===== src/rtl/term_frame_pipe.sv =====
// Fabric-edge terminal tile: retimes the frame chain, owns TermFrames config frames, and drives an N->S loopback.
// Optional macro TERM_LOOP_REG_EN registers S_out, which adds one cycle of loopback latency.
module term_frame_pipe #(
    parameter int FrameBitsPerRow = 32,
    parameter int MaxFramesPerCol = 20,
    parameter int PipeStages      = 1,
    parameter int TermFrames      = 2,
    parameter int LoopWidth       = 32
) (
    input  logic                       CLK,
    input  logic                       reset,
    input  logic [FrameBitsPerRow-1:0] FrameData,
    input  logic [MaxFramesPerCol-1:0] FrameStrobe,
    output logic [FrameBitsPerRow-1:0] FrameData_O,
    output logic [MaxFramesPerCol-1:0] FrameStrobe_O,
    input  logic [LoopWidth-1:0]       N_in,
    output logic [LoopWidth-1:0]       S_out,
    output logic                       ConfigDone
);
    localparam int CfgBits = TermFrames * FrameBitsPerRow;

    generate
        if (PipeStages < 0 || PipeStages > 3) begin : g_bad_pipe
            $error("term_frame_pipe: PipeStages must be 0..3");
        end
        if (TermFrames < 1 || TermFrames > 4 || TermFrames > MaxFramesPerCol) begin : g_bad_frames
            $error("term_frame_pipe: TermFrames must be 1..4 and fit in FrameStrobe");
        end
        if (2 * LoopWidth > CfgBits) begin : g_bad_loop
            $error("term_frame_pipe: 2*LoopWidth exceeds owned configuration bits");
        end
    endgenerate

    // Frame chain retiming; data and strobe share the same depth to stay aligned.
    generate
        if (PipeStages == 0) begin : g_no_pipe
            assign FrameData_O   = FrameData;
            assign FrameStrobe_O = FrameStrobe;
        end else begin : g_pipe
            for (genvar gi = 0; gi < PipeStages; gi++) begin : g_stage
                logic [FrameBitsPerRow-1:0] data_reg;
                logic [MaxFramesPerCol-1:0] strobe_reg;
                logic [FrameBitsPerRow-1:0] data_next;
                logic [MaxFramesPerCol-1:0] strobe_next;

                if (gi == 0) begin : g_first
                    assign data_next   = FrameData;
                    assign strobe_next = FrameStrobe;
                end else begin : g_later
                    assign data_next   = g_stage[gi-1].data_reg;
                    assign strobe_next = g_stage[gi-1].strobe_reg;
                end

                always_ff @(posedge CLK or posedge reset) begin
                    if (reset) begin
                        data_reg   <= '0;
                        strobe_reg <= '0;
                    end else begin
                        data_reg   <= data_next;
                        strobe_reg <= strobe_next;
                    end
                end
            end
            assign FrameData_O   = g_stage[PipeStages-1].data_reg;
            assign FrameStrobe_O = g_stage[PipeStages-1].strobe_reg;
        end
    endgenerate

    // Owned frames load from the local (unretimed) FrameData on strobe rising edges.
    logic [TermFrames-1:0] strb_q_reg;
    logic [TermFrames-1:0] written_reg;
    logic [TermFrames-1:0] capture;
    logic [CfgBits-1:0]    cfg_flat;

    assign capture = FrameStrobe[TermFrames-1:0] & ~strb_q_reg;

    always_ff @(posedge CLK or posedge reset) begin
        if (reset) begin
            strb_q_reg  <= '0;
            written_reg <= '0;
        end else begin
            strb_q_reg  <= FrameStrobe[TermFrames-1:0];
            written_reg <= written_reg | capture;
        end
    end

    generate
        for (genvar gi = 0; gi < TermFrames; gi++) begin : g_frame
            logic [FrameBitsPerRow-1:0] cfg_reg;

            always_ff @(posedge CLK or posedge reset) begin
                if (reset) begin
                    cfg_reg <= '0;
                end else if (capture[gi]) begin
                    cfg_reg <= FrameData;
                end
            end

            assign cfg_flat[gi*FrameBitsPerRow +: FrameBitsPerRow] = cfg_reg;
        end
    endgenerate

    assign ConfigDone = &written_reg;

    // Wire k uses config bit pair {invert, enable} at positions {2k+1, 2k}.
    logic [LoopWidth-1:0] loop_comb;

    generate
        for (genvar gi = 0; gi < LoopWidth; gi++) begin : g_wire
            assign loop_comb[gi] = cfg_flat[2*gi] & (N_in[gi] ^ cfg_flat[2*gi+1]);
        end
    endgenerate

    // High configuration bits beyond the loopback map are intentionally ignored.
    logic unused_cfg_parity;
    assign unused_cfg_parity = ^cfg_flat;

`ifdef TERM_LOOP_REG_EN
    logic [LoopWidth-1:0] s_out_reg;

    always_ff @(posedge CLK or posedge reset) begin
        if (reset) begin
            s_out_reg <= '0;
        end else begin
            s_out_reg <= loop_comb;
        end
    end

    assign S_out = s_out_reg;
`else
    assign S_out = loop_comb;
`endif

endmodule

===== config.mk =====
export PLATFORM = sky130hd
export DESIGN_NAME = term_frame_pipe
export DESIGN_NICKNAME = d
export VERILOG_FILES = /design/src/rtl/term_frame_pipe.sv
export SDC_FILE = /design/constraint.sdc
export NUM_CORES = 1
export LEC_CHECK = 0
export BUFFER_PORTS_ARGS = -buffer_cell sky130_fd_sc_hd__buf_4
export CORE_MARGIN = 2
export CORE_UTILIZATION = 49
export CTS_BUF_LIST = sky130_fd_sc_hd__clkbuf_16
export DETAILED_ROUTE_END_ITERATION = 16
export GPL_TIMING_DRIVEN = 0
export PLACE_DENSITY = 0.8
export SYNTH_ARGS = -nofsm -noshare
export SYNTH_HDL_FRONTEND = slang
export SYNTH_SLANG_ARGS = --single-unit

===== constraint.sdc =====
create_clock -name CLK -period 4.6 [get_ports CLK]
set_input_delay 0.23 -clock CLK [delete_from_list [all_inputs] [get_ports CLK]]
set_output_delay 0.23 -clock CLK [all_outputs]
set_load 0.005 [all_outputs]

### Word level (Yosys, flattened, before mapping)

Index checks and enable logic that the tools add are counted.

| word-level totals | value |
|---|---|
| bits in registers | 120 |
| bits of input ports | 86 |
| word-level logic and storage cells | 74 |

| operators by class | value |
|---|---|
| bitwise operators | 67 |
| reductions and logical operators | 1 |

Operators by type and width:

| cell | number |
|---|---|
| $and 1x1->1 | 32 |
| $xor 1x1->1 | 32 |
| $and 2x2->2 | 1 |
| $not 2->2 | 1 |
| $or 2x2->2 | 1 |
| $reduce_and 2->1 | 1 |

### Longest topological paths before layout

| logic depth | value |
|---|---|
| depth in word-level cells | 3 |
| mapped depth | 4 |
| gate-level depth less buffers | 2 |

### Worst setup path before layout

No wires, ideal clock.

| path | value |
|---|---|
| path type | register to register |
| start | register, netlist name FrameStrobe_O[1] |
| end | register g_frame[1].cfg_reg[0] |
| arrival | 1.094 ns |
| required time | 4.475 ns |
| path slack | 3.381 ns |
| stages on the path, launching flop included | 5 |
| buffers on the path | 2 |
| clock period less this slack | 1.219 ns |
| path through | dfrtp_1 nor2b_1 buf_6 buf_6 mux2_4 |

RTL lines:

| element | RTL line | RTL |
|---|---|---|
| end signal: assignment | 95 | `cfg_reg <= FrameData;` |
| end: declaration | 89 | `logic [FrameBitsPerRow-1:0] cfg_reg;` |

### Final worst setup path

| path | value |
|---|---|
| start | register g_frame[0].cfg_reg[23] |
| end | output port S_out[11] |

| on the way | value |
|---|---|
| longest elaborated chain between the ends | 2 |

Ends and longest elaborated chain:

| element | RTL line | RTL |
|---|---|---|
| start: declaration | 89 |  |
| start signal: assignment | 95 |  |
| $xor 1x1->1 | 110 | `assign loop_comb[gi] = cfg_flat[2*gi] & (N_in[gi] ^ cfg_flat[2*gi+1]);` |
| $and 1x1->1 | 110 |  |
| end: declaration | 17 | `output logic [LoopWidth-1:0] S_out,` |

No other way between the ends.

==> impl_metrics.csv <==
group,metric,value,unit
timing,max_clock_freq,671.1,MHz
critical_path,critical-path-max-stage-delay,400,ps
power_and_ir_drop,p_per_area,428.7,nW/µm²
final_layout,stdcell_area,7087,µm²
floorplan,die_w,99.88,µm
status,status,"finished, final reports clean",
clock_network,post_cts_resize_count,0,
critical_path,crit_slowest_cell,"dfrtp_1",
synth,ys_seq_area_share,65.56,%
global_routing,met3_usage,6.198,%
run,maxCapViolCount,0,
clock_network,cts_buffers,17,
timing,rsz0062_at_grt,"false",
final_layout,fillCellCount,477,
timing,fin_setup_tns,0,ps
final_layout,layout.cells.most_common,"buf_4",
critical_path,critPathMaxFanout,2,
global_routing,grt_pass1_vias,3220,
clock_network,postCtsHoldBufs,53,
detailed_routing,num_vias,2887,
power_and_ir_drop,p_leak,3.516,nW
global_routing,grt-ovfl-total,0,
floorplan,ios,171,
synth,syn_avg_cell_area,17.32,µm²
final_layout,drive_gt1_share,53.40,%
critical_path,arrival,1260,ps
global_routing,grtUsageMet2,37.11,%
critical_path,crit_type,"flip-flop to output port",
timing,hold_viol_final,0,
timing,setup_violations,0,
critical_path,cp-start-kind,"flip-flop",
timing,whs,459.2,ps
synth,ys_warn_count,0,
floorplan,dieHeight,99.88,µm
clock_network,clock_sinks,118,
floorplan,rows,34,
global_routing,grt_max_degree,63,
global_routing,use_met1,24.41,%
power_and_ir_drop,ir_drop,0.2827,mV
place,routabilityCongestion,0.8338,
clock_network,cts_tree,"done",
critical_path,crit_family,"flip-flops",
timing,maxSlewHeadroom,54.02,%
final_layout,nets,589,
synth,synthDistinctLibCells,11,
final_layout,stdcell_count,623,
clock_network,clockBufferDepth,2,
detailed_routing,first_pass_iters,4,
timing,period_needed,1490,ps
clock_network,path_clk_slew,60,ps
synth,ys_ff_latch,118,
global_routing,busiest_layer,"met2",
global_routing,grt_usage,20.98,%
place,place_area,5946,µm²
place,placed_cells,539,
clock_network,cts_max_level,4,
place,hpwlAfterDp,6290,µm
synth,synth_area,4504,µm²
synth,synthCells,260,
clock_network,root_buffer,"clkbuf_16",
detailed_routing,ant_nets,0,
detailed_routing,drt_wl_total,10120,µm
timing,slew_violations,0,
detailed_routing,drt_drc_violations_left,0,
clock_network,worstSkewPairLatency,400,ps
detailed_routing,wl_per_cell,16.24,µm
floorplan,start_util,51.15,%
global_routing,antenna_found_initial,0,
critical_path,end_kind,"output port",
synth,synthesis.nets,346,
timing,worst-slew-pin-transition,689.7,ps
timing,skew,13.89,ps
final_layout,final_cell_mix,"buf_4, dfrtp_1, mux2_4",
critical_path,crit_buf_inv,1,
clock_network,post-cts-setup-buffers,0,
place,post-place-ws,3302,ps
floorplan,coreArea,8806,µm²
critical_path,worstPathRequired,4370,ps
floorplan,dieArea,9975,µm²
critical_path,cp_cell_sequence,"xor2_1, and2_1, buf_4",
global_routing,grt_pass1_wl,16000,µm
timing,final.setup.worst_slack,3110,ps
timing,fin_crit_sh,32.39,%
final_layout,flow.area_growth_from_synthesis,57.33,%
detailed_routing,dr.first_iter.drc_count,53,
worst_hold_path,hold_class,"flip-flop to flip-flop",
place,io_buffer_count,170,
detailed_routing,vias_per_cell,4.634,
final_layout,largest_reg_flops,64,
final_layout,antenna_cells,0,
==> cell usage after synthesis <==
| cell | instances | area [µm²] |
|---|---|---|
| nor2b_1 | 1 | 6.260 |
| mux2_2 | 6 | 67.56 |
| xor2_1 | 32 | 280.3 |
| inv_1 | 1 | 3.750 |
| nand2b_4 | 1 | 13.76 |
| or2_2 | 1 | 6.260 |
| nand2b_1 | 1 | 6.260 |
| dfrtp_1 | 118 | 2953 |
| mux2_4 | 58 | 870.8 |
| buf_6 | 8 | 90.09 |
| and2_1 | 33 | 206.5 |
==> through the flow <==
step | util, % | power, mW
after floorplan | - | 1.440
after global placement | 67.18 | 1.646
after detailed placement | 67.52 | 1.664
after CTS | 80.48 | 3.056
after global routing | 80.48 | 3.159
final | 80.48 | 3.038
==> final cells by class <==
| class | count | area (µm²) | share of cell area, % |
|---|---|---|---|
| Clock buffer | 17 | 425.4 | 6.003 |
| Multi-Input combinational cell | 133 | 1458 | 20.57 |
| Inverter | 1 | 6.256 | 0.08828 |
| Sequential cell | 118 | 2953 | 41.67 |
| Timing Repair Buffer | 224 | 1834 | 25.88 |
| Clock inverter | 14 | 185.2 | 2.613 |
| Buffer | 8 | 90.09 | 1.271 |
| Tap cell | 108 | 135.1 | 1.907 |
==> cell families (layout without fill, tap and decap cells) <==
kind of cell	after synthesis	after routing	synth area share [%]
buffers and inverters	9	264	2.083
multiplexers	64	64	20.83
flip-flops	118	118	65.56
XOR/XNOR	32	32	6.222
AND/OR/NAND/NOR	37	37	5.306
==> metal layers <==
layer	vias to the layer above	routed length, µm
met3	11	461
met4	0	153
met5	-	0
li1	1342	-
met2	96	5464
met1	1438	4040
==> path summary, 6_finish.rpt <==
kind                       slack [ps]  depth (start not counted)                            endpoint                                from
max                              3110                          3                           S_out[11]  g_frame[0].cfg_reg[23]$_DFFE_PP0P_
min in group asynchronous         520                          3  g_frame[1].cfg_reg[19]$_DFFE_PP0P_                               reset
min reg2reg                       460                          1            written_reg[0]$_DFF_PP0_            written_reg[0]$_DFF_PP0_
max reg2reg                      3260                          4  g_frame[1].cfg_reg[25]$_DFFE_PP0P_          FrameStrobe_O[1]$_DFF_PP0_
max in group asynchronous        3350                          4   g_frame[1].cfg_reg[7]$_DFFE_PP0P_                               reset
min                               460                          1            written_reg[0]$_DFF_PP0_            written_reg[0]$_DFF_PP0_
==> power by group <==
group          switching (mW)  internal, mW  total, mW
Sequential             0.0617          1.15       1.21
Clock                   0.452         0.899       1.35
Combinational           0.155         0.324      0.480
Power figures use the tool's default switching activity.
